### src/rtl/sd_block_responder_if.sv
// Core-side SD block handshake plus byte-wide backing-store port for sd_block_responder.
// The responder uses "slave"; the core/memory side uses "master".
interface sd_block_responder_if #(
  parameter int MEM_AW = 21
);
  logic [31:0]       sd_lba;
  logic [1:0]        sd_rd;
  logic [1:0]        sd_wr;
  logic              sd_ack;
  logic [8:0]        sd_buff_addr;
  logic [7:0]        sd_buff_dout;
  logic              sd_buff_wr;
  logic [7:0]        sd_buff_din;
  logic [MEM_AW-1:0] mem_addr;
  logic              mem_rd;
  logic [7:0]        mem_rdata;
  logic              mem_wr;
  logic [7:0]        mem_wdata;

  modport slave (
    input  sd_lba, sd_rd, sd_wr, sd_buff_din, mem_rdata,
    output sd_ack, sd_buff_addr, sd_buff_dout, sd_buff_wr,
           mem_addr, mem_rd, mem_wr, mem_wdata
  );

  modport master (
    output sd_lba, sd_rd, sd_wr, sd_buff_din, mem_rdata,
    input  sd_ack, sd_buff_addr, sd_buff_dout, sd_buff_wr,
           mem_addr, mem_rd, mem_wr, mem_wdata
  );
endinterface

### src/rtl/sd_block_responder.sv
// Serves 512-byte SD block reads/writes for two drives from a byte-wide store.
// sd_ack rises ACK_DELAY+1 cycles after acceptance; 2 cycles per byte; requests are ignored mid-block.
module sd_block_responder #(
  parameter int MEM_AW    = 21,
  parameter int ACK_DELAY = 4
) (
  input logic                 clk_sys,
  input logic                 reset_n,
  sd_block_responder_if.slave bus
);
  localparam int         LBA_W = MEM_AW - 10;
  localparam logic [7:0] DLY   = 8'(ACK_DELAY);

  localparam logic [2:0] S_IDLE     = 3'd0;
  localparam logic [2:0] S_DELAY    = 3'd1;
  localparam logic [2:0] S_RD_FETCH = 3'd2;
  localparam logic [2:0] S_RD_PUT   = 3'd3;
  localparam logic [2:0] S_WR_ADDR  = 3'd4;
  localparam logic [2:0] S_WR_STORE = 3'd5;
  localparam logic [2:0] S_DONE     = 3'd6;

  logic [2:0]       state_q, state_d;
  logic [7:0]       cnt_q, cnt_d;
  logic [8:0]       off_q, off_d;
  logic             drv_q, drv_d;
  logic             wr_op_q, wr_op_d;
  logic [LBA_W-1:0] lba_q, lba_d;
  logic             buff_wr, mem_rd, mem_wr;
  logic             unused_lba;

  // Upper LBA bits fall outside the store and are intentionally dropped.
  assign unused_lba = ^bus.sd_lba[31:LBA_W];

  always_comb begin
    state_d = state_q;
    cnt_d   = cnt_q;
    off_d   = off_q;
    drv_d   = drv_q;
    wr_op_d = wr_op_q;
    lba_d   = lba_q;
    case (state_q)
      S_IDLE: begin
        if ((|bus.sd_rd) || (|bus.sd_wr)) begin
          state_d = S_DELAY;
          cnt_d   = 8'd0;
          lba_d   = bus.sd_lba[LBA_W-1:0];
          // Drive 0 beats drive 1; within a drive, read beats write.
          if (bus.sd_rd[0]) begin
            drv_d = 1'b0; wr_op_d = 1'b0;
          end else if (bus.sd_wr[0]) begin
            drv_d = 1'b0; wr_op_d = 1'b1;
          end else if (bus.sd_rd[1]) begin
            drv_d = 1'b1; wr_op_d = 1'b0;
          end else begin
            drv_d = 1'b1; wr_op_d = 1'b1;
          end
        end
      end
      S_DELAY: begin
        if (cnt_q == DLY) begin
          cnt_d   = 8'd0;
          off_d   = 9'd0;
          state_d = wr_op_q ? S_WR_ADDR : S_RD_FETCH;
        end else begin
          cnt_d = cnt_q + 8'd1;
        end
      end
      S_RD_FETCH: state_d = S_RD_PUT;
      S_RD_PUT: begin
        if (off_q == 9'd511) begin
          state_d = S_DONE;
        end else begin
          off_d   = off_q + 9'd1;
          state_d = S_RD_FETCH;
        end
      end
      S_WR_ADDR: state_d = S_WR_STORE;
      S_WR_STORE: begin
        if (off_q == 9'd511) begin
          state_d = S_DONE;
        end else begin
          off_d   = off_q + 9'd1;
          state_d = S_WR_ADDR;
        end
      end
      S_DONE:  state_d = S_IDLE;
      default: state_d = S_IDLE;
    endcase
  end

  always_ff @(posedge clk_sys or negedge reset_n) begin
    if (!reset_n) begin
      state_q <= S_IDLE;
      cnt_q   <= 8'd0;
      off_q   <= 9'd0;
      drv_q   <= 1'b0;
      wr_op_q <= 1'b0;
      lba_q   <= '0;
    end else begin
      state_q <= state_d;
      cnt_q   <= cnt_d;
      off_q   <= off_d;
      drv_q   <= drv_d;
      wr_op_q <= wr_op_d;
      lba_q   <= lba_d;
    end
  end

  // Outputs decode straight from registered state so reset clears them at once.
  assign buff_wr = (state_q == S_RD_PUT);
  assign mem_rd  = (state_q == S_RD_FETCH);
  assign mem_wr  = (state_q == S_WR_STORE);

  assign bus.sd_ack       = mem_rd || buff_wr || mem_wr || (state_q == S_WR_ADDR);
  assign bus.sd_buff_addr = off_q;
  assign bus.sd_buff_wr   = buff_wr;
  assign bus.sd_buff_dout = buff_wr ? bus.mem_rdata : 8'h00;
  assign bus.mem_rd       = mem_rd;
  assign bus.mem_wr       = mem_wr;
  assign bus.mem_wdata    = mem_wr ? bus.sd_buff_din : 8'h00;
  assign bus.mem_addr     = {drv_q, lba_q, off_q};
endmodule

### src/flat_wrapper.sv
// flat-port wrapper written by rule: the top's interface ports become plain ports
module sd_block_responder_flat 
#(
  parameter int MEM_AW    = 21,
  parameter int ACK_DELAY = 4
)
  (clk_sys, reset_n, bus_sd_lba, bus_sd_rd, bus_sd_wr, bus_sd_buff_din, bus_mem_rdata, bus_sd_ack, bus_sd_buff_addr, bus_sd_buff_dout, bus_sd_buff_wr, bus_mem_addr, bus_mem_rd, bus_mem_wr, bus_mem_wdata);
  sd_block_responder_if #(.MEM_AW(MEM_AW)) bus_i ();
  input logic clk_sys;
  input logic reset_n;
  input wire logic [$bits(bus_i.sd_lba)-1:0] bus_sd_lba;
  input wire logic [$bits(bus_i.sd_rd)-1:0] bus_sd_rd;
  input wire logic [$bits(bus_i.sd_wr)-1:0] bus_sd_wr;
  input wire logic [$bits(bus_i.sd_buff_din)-1:0] bus_sd_buff_din;
  input wire logic [$bits(bus_i.mem_rdata)-1:0] bus_mem_rdata;
  output wire logic [$bits(bus_i.sd_ack)-1:0] bus_sd_ack;
  output wire logic [$bits(bus_i.sd_buff_addr)-1:0] bus_sd_buff_addr;
  output wire logic [$bits(bus_i.sd_buff_dout)-1:0] bus_sd_buff_dout;
  output wire logic [$bits(bus_i.sd_buff_wr)-1:0] bus_sd_buff_wr;
  output wire logic [$bits(bus_i.mem_addr)-1:0] bus_mem_addr;
  output wire logic [$bits(bus_i.mem_rd)-1:0] bus_mem_rd;
  output wire logic [$bits(bus_i.mem_wr)-1:0] bus_mem_wr;
  output wire logic [$bits(bus_i.mem_wdata)-1:0] bus_mem_wdata;
  assign bus_i.sd_lba = bus_sd_lba;
  assign bus_i.sd_rd = bus_sd_rd;
  assign bus_i.sd_wr = bus_sd_wr;
  assign bus_i.sd_buff_din = bus_sd_buff_din;
  assign bus_i.mem_rdata = bus_mem_rdata;
  assign bus_sd_ack = bus_i.sd_ack;
  assign bus_sd_buff_addr = bus_i.sd_buff_addr;
  assign bus_sd_buff_dout = bus_i.sd_buff_dout;
  assign bus_sd_buff_wr = bus_i.sd_buff_wr;
  assign bus_mem_addr = bus_i.mem_addr;
  assign bus_mem_rd = bus_i.mem_rd;
  assign bus_mem_wr = bus_i.mem_wr;
  assign bus_mem_wdata = bus_i.mem_wdata;
  sd_block_responder #(.MEM_AW(MEM_AW), .ACK_DELAY(ACK_DELAY)) u_core (.clk_sys(clk_sys), .reset_n(reset_n), .bus(bus_i));
endmodule
### config.mk
export PLATFORM = sky130hd
export DESIGN_NAME = sd_block_responder_flat
export DESIGN_NICKNAME = d
export VERILOG_FILES = /design/src/rtl/sd_block_responder_if.sv /design/src/rtl/sd_block_responder.sv /design/src/flat_wrapper.sv
export SDC_FILE = /design/constraint.sdc
export NUM_CORES = 1
export LEC_CHECK = 0
export BUFFER_PORTS_ARGS = -buffer_cell sky130_fd_sc_hd__buf_2
export CAP_MARGIN = 10
export CORE_ASPECT_RATIO = 1.2
export CORE_MARGIN = 2
export CORE_UTILIZATION = 40
export DETAILED_ROUTE_END_ITERATION = 16
export PLACE_DENSITY_LB_ADDON = 0.25
export SKIP_LAST_GASP = 1
export SLEW_MARGIN = 20
export SYNTH_ARGS = -nofsm -noshare
export SYNTH_HDL_FRONTEND = slang
export SYNTH_SLANG_ARGS = --single-unit
### constraint.sdc
create_clock -name clk_sys -period 2.2 [get_ports clk_sys]
set_input_delay 0.22 -clock clk_sys [delete_from_list [all_inputs] [get_ports clk_sys]]
set_output_delay 0.22 -clock clk_sys [all_outputs]
set_load 0.03 [all_outputs]
==> summary.md <==
The run finished, with violations left. The final reports fail on negative hold slack. In this run, synthesis produced a sequential element count of 33.

The synthesized design contains 0 enable-type register cells. Max-slew violation count: 0. Setup repair after global routing could not meet its margin everywhere. The number of nets in the synthesized netlist is 252.

For this run, the leading register cell type out of synthesis is dfrtp_1. For this run, the slowest stage of the critical path takes 0.45 ns. The worst register-to-register path has a setup slack of 0.11 ns.

The number of antenna violations at the first check in global routing came out at 0. By area the synthesized netlist is led by dfrtp_1, mux2_2, and2_1, ha_1, o21ai_0. Yosys mapped the design onto 43 distinct sky130hd cell types. The clock reaches the later pin of the worst-skew pair after 0.29 ns. STA puts the critical path data required time at 2.43 ns.

The run gives 2.156 mm as the sum of met2 wire segment lengths after detailed routing. After detailed routing, the number of vias per cell comes to 5.104. At the end of routability-driven placement, the weighted congestion stood at 0.7983.

The post-synth design cell area is 1904 µm², and the async set-or-reset flop fraction in the synthesized netlist is 100.0%. After detailed routing, the met3 layer carries 287 µm of wire. After floorplanning, the core was divided into 27 placement rows.

Once detail routing completed, the nets flagged for antenna violations numbered 0. The critical path is of the flip-flop to flip-flop type. The number of optimization iterations in the first detailed-route pass came out at 4. By instance count, the leading cell after synthesis is dfrtp_1. The logs give 5 for the total clock buffers created by CTS and 0 for the antenna diode count. VDD sags by at most 0.3236 mV.

For this run, design rule violations remaining after detail routing come to 0. After routing, the total negative slack on setup checks comes to 0 ns. The floorplan step set the die width to 66.99 µm. The number of gates resized after CTS was 0.

For this design, the slowest cell found on the critical path is dfrtp_2. The Yosys step of the flow raised 0 warnings. The routed design could run at a clock period as short as 2.089 ns.

For this design the top-level I/O count stands at 104. Once placement finished, the instance area stood at 2321 µm². For the final setup violation count, the log shows 0. After synthesis, the largest area contributor takes up 43.36% of total cell area. Power spread over the standard cell area amounts to 475.1 nW/µm². The tools report the clock tree skew after final layout as 0.004763 ns. The highest metal layer carrying signal wires in the routed design is met4. The initial DRC count is 42, and the total via count in the routed design is 1669. After routing the design area is 2429 µm². The detailed-routing wirelength on met1 was 1.705 mm; the mean cell area of the mapped netlist was 9.970 µm².

The height of the die is 79.59 µm, and the post-CTS setup repair buffer count is 0. The run gives 5331 µm² as the area enclosed by the die boundary. In this run the number of H-tree levels came out at 2. The layout-stage area growth over the synthesis result works out to 27.53%. The tightest min-delay check is of the primary input to asynchronous set/reset pin type.

The tools report the number of instances in the synthesized netlist as 191. STA classifies the critical path startpoint as a flip-flop. For this design, the CTS-stage hold fixing added 0 buffers. The number of sinks on the clock net came out at 33. The post-synthesis cell type with the largest combined area is dfrtp_1. In this run the tightest slew margin relative to its limit is 50.34%.

The number of nets in the finished design came out at 329. For the core region area, the log shows 4594 µm². The sort of element at the end of the critical path is a flip-flop. The cell at the root of the clock tree is clkbuf_8.

The commonest cells after synthesis are dfrtp_1, o21ai_0, and2_1. The sequential area share after synthesis came out at 43.36%. Global routing used 17.25% of the available tracks. The signal on the critical path passes through ha_4 > nand3_2 > nor2_1 > and3_1 > ha_2 > or3b_1 > buf_4 > and2b_1 > o22a_1. Maximum fanout encountered on the critical timing path: 8.

TritonCTS built the clock tree. At the pin with the least slew margin, the transition time is 0.7448 ns. The number of hold violations in the final report was 7; the total routed wirelength was 4.218 mm.

Across the run, the number of max-cap violations was 0. Entering global routing, the biggest net connects 34 pins. The clock passes through at most 2 buffers. The total congestion overflow after global routing was 0. The first global-routing pass estimated 7.017 mm of wire.

The worst path arrival time was 2.32 ns; the final clock period utilization by the worst path was 94.97%. The worst hold slack after final layout was -0.009611 ns; the clock-pin slew on the worst setup and hold paths was 0.07 ns. Once the floorplan was initialized, standard cells occupied 41.45% of the core. The routed wirelength normalized by instance count is 12.90 µm, and the number of buffer cells added on primary ports is 82. The fraction of final layout cells with drive strength greater than 1 is 43.49%.

The wire-length estimate of the detail-placed layout is 3.153 mm. For this run, the top clock speed supported by timing is 478.6 MHz. The analysis attributes to cell leakage a power of 1.328 nW. The via count of the first global-routing pass is 1605.
[logic make-up after synthesis]
logic type               count (synthesis)  share of synthesized area [%]
adder cells (fa/ha/maj)                  7                          4.599
flip-flops                              33                          43.36
XOR/XNOR                                 4                          1.840
multiplexers                            11                          6.505
AO/OA/AOI/OAI                           38                          12.48
AND/OR/NAND/NOR                         73                          22.80
buffers and inverters                   25                          8.410
[metrics by stage]
step                      utilization (%)  total power [W]  instances  setup WS, ns
after CTS                           52.72         0.001172        327       0.05279
after detailed placement            50.52        0.0006597        319       0.06292
after global placement              50.52        0.0006587        319        0.1296
after floorplan                         -        0.0006203        191      -0.05769
final                               52.86         0.001154        327        0.1107
after global routing                52.86         0.001204        327     -0.007893
[where the power goes]
part | total (W) | internal (W) | switching (W)
registers | 0.000607 | 0.000607 | 0
logic | 0.0000395 | 0.0000206 | 0.0000188
clock network | 0.000508 | 0.000283 | 0.000225
[flip-flops by register name (all words and copies together), names as in the netlist]
name / cells
u_core.state_q: 3
u_core.bus.sd_buff_addr: 9
u_core.drv_q: 1
u_core.cnt_q: 8
u_core.wr_op_q: 1
u_core.lba_q: 11
[layer usage]
| metal | global-route usage, % | vias up |
|---|---|---|
| li1 | - | 813 |
| met1 | 20.00 | 797 |
| met2 | 29.10 | 52 |
| met3 | 5.642 | 7 |
| met4 | 6.735 | 0 |
| met5 | 0 | - |
[placed cells by master (no fill, tap or decap), types with 3 or more instances in the layout]
cell and n:
buf_4 6, ha_1 5, nand3_1 9, and2_1 16, nor3_1 4, clkbuf_8 7, nor2b_1 3, mux2_2 11
and3_1 3, nand2_1 14, inv_1 7, a21oi_1 6, and3b_1 3, o21ai_0 17, nor2_1 5, buf_2 82
o22a_1 4, dfrtp_1 31
[worst paths after layout]
path / from / endpoint / cells after the start
setup / recovery: u_core.bus.sd_buff_addr[1]$_DFFE_PN0P_ / u_core.bus.sd_buff_addr[3]$_DFFE_PN0P_ / 9
hold / removal: reset_n / u_core.cnt_q[3]$_DFFE_PN0P_ / 1
setup reg to reg: u_core.bus.sd_buff_addr[1]$_DFFE_PN0P_ / u_core.bus.sd_buff_addr[3]$_DFFE_PN0P_ / 9
hold reg to reg: u_core.lba_q[6]$_DFFE_PN0P_ / u_core.lba_q[6]$_DFFE_PN0P_ / 1
max in group asynchronous: reset_n / u_core.bus.sd_buff_addr[0]$_DFFE_PN0P_ / 1
min in group clk_sys: bus_sd_rd[0] / u_core.wr_op_q$_DFFE_PN0P_ / 2
[critical path: cells and delay by family, from the launching register on]
family / cells / cell delay, ns
buffers and inverters: 1 / 0.19
adder cells (fa/ha/maj): 2 / 0.37
AND/OR/NAND/NOR: 5 / 0.90
AO/OA/AOI/OAI: 1 / 0.12
flip-flops: 1 / 0.45
[layout make-up]
class                      count  area [µm²]
tap                           58       72.57
clock inverter                 1       5.005
fill                         461        2166
sequential                    33       828.3
timing repair buffer          88       455.4
clock buffer                   7       96.34
inverter                       7       26.28
multi-input combinational    133       944.7
Power figures use the tool's default switching activity.
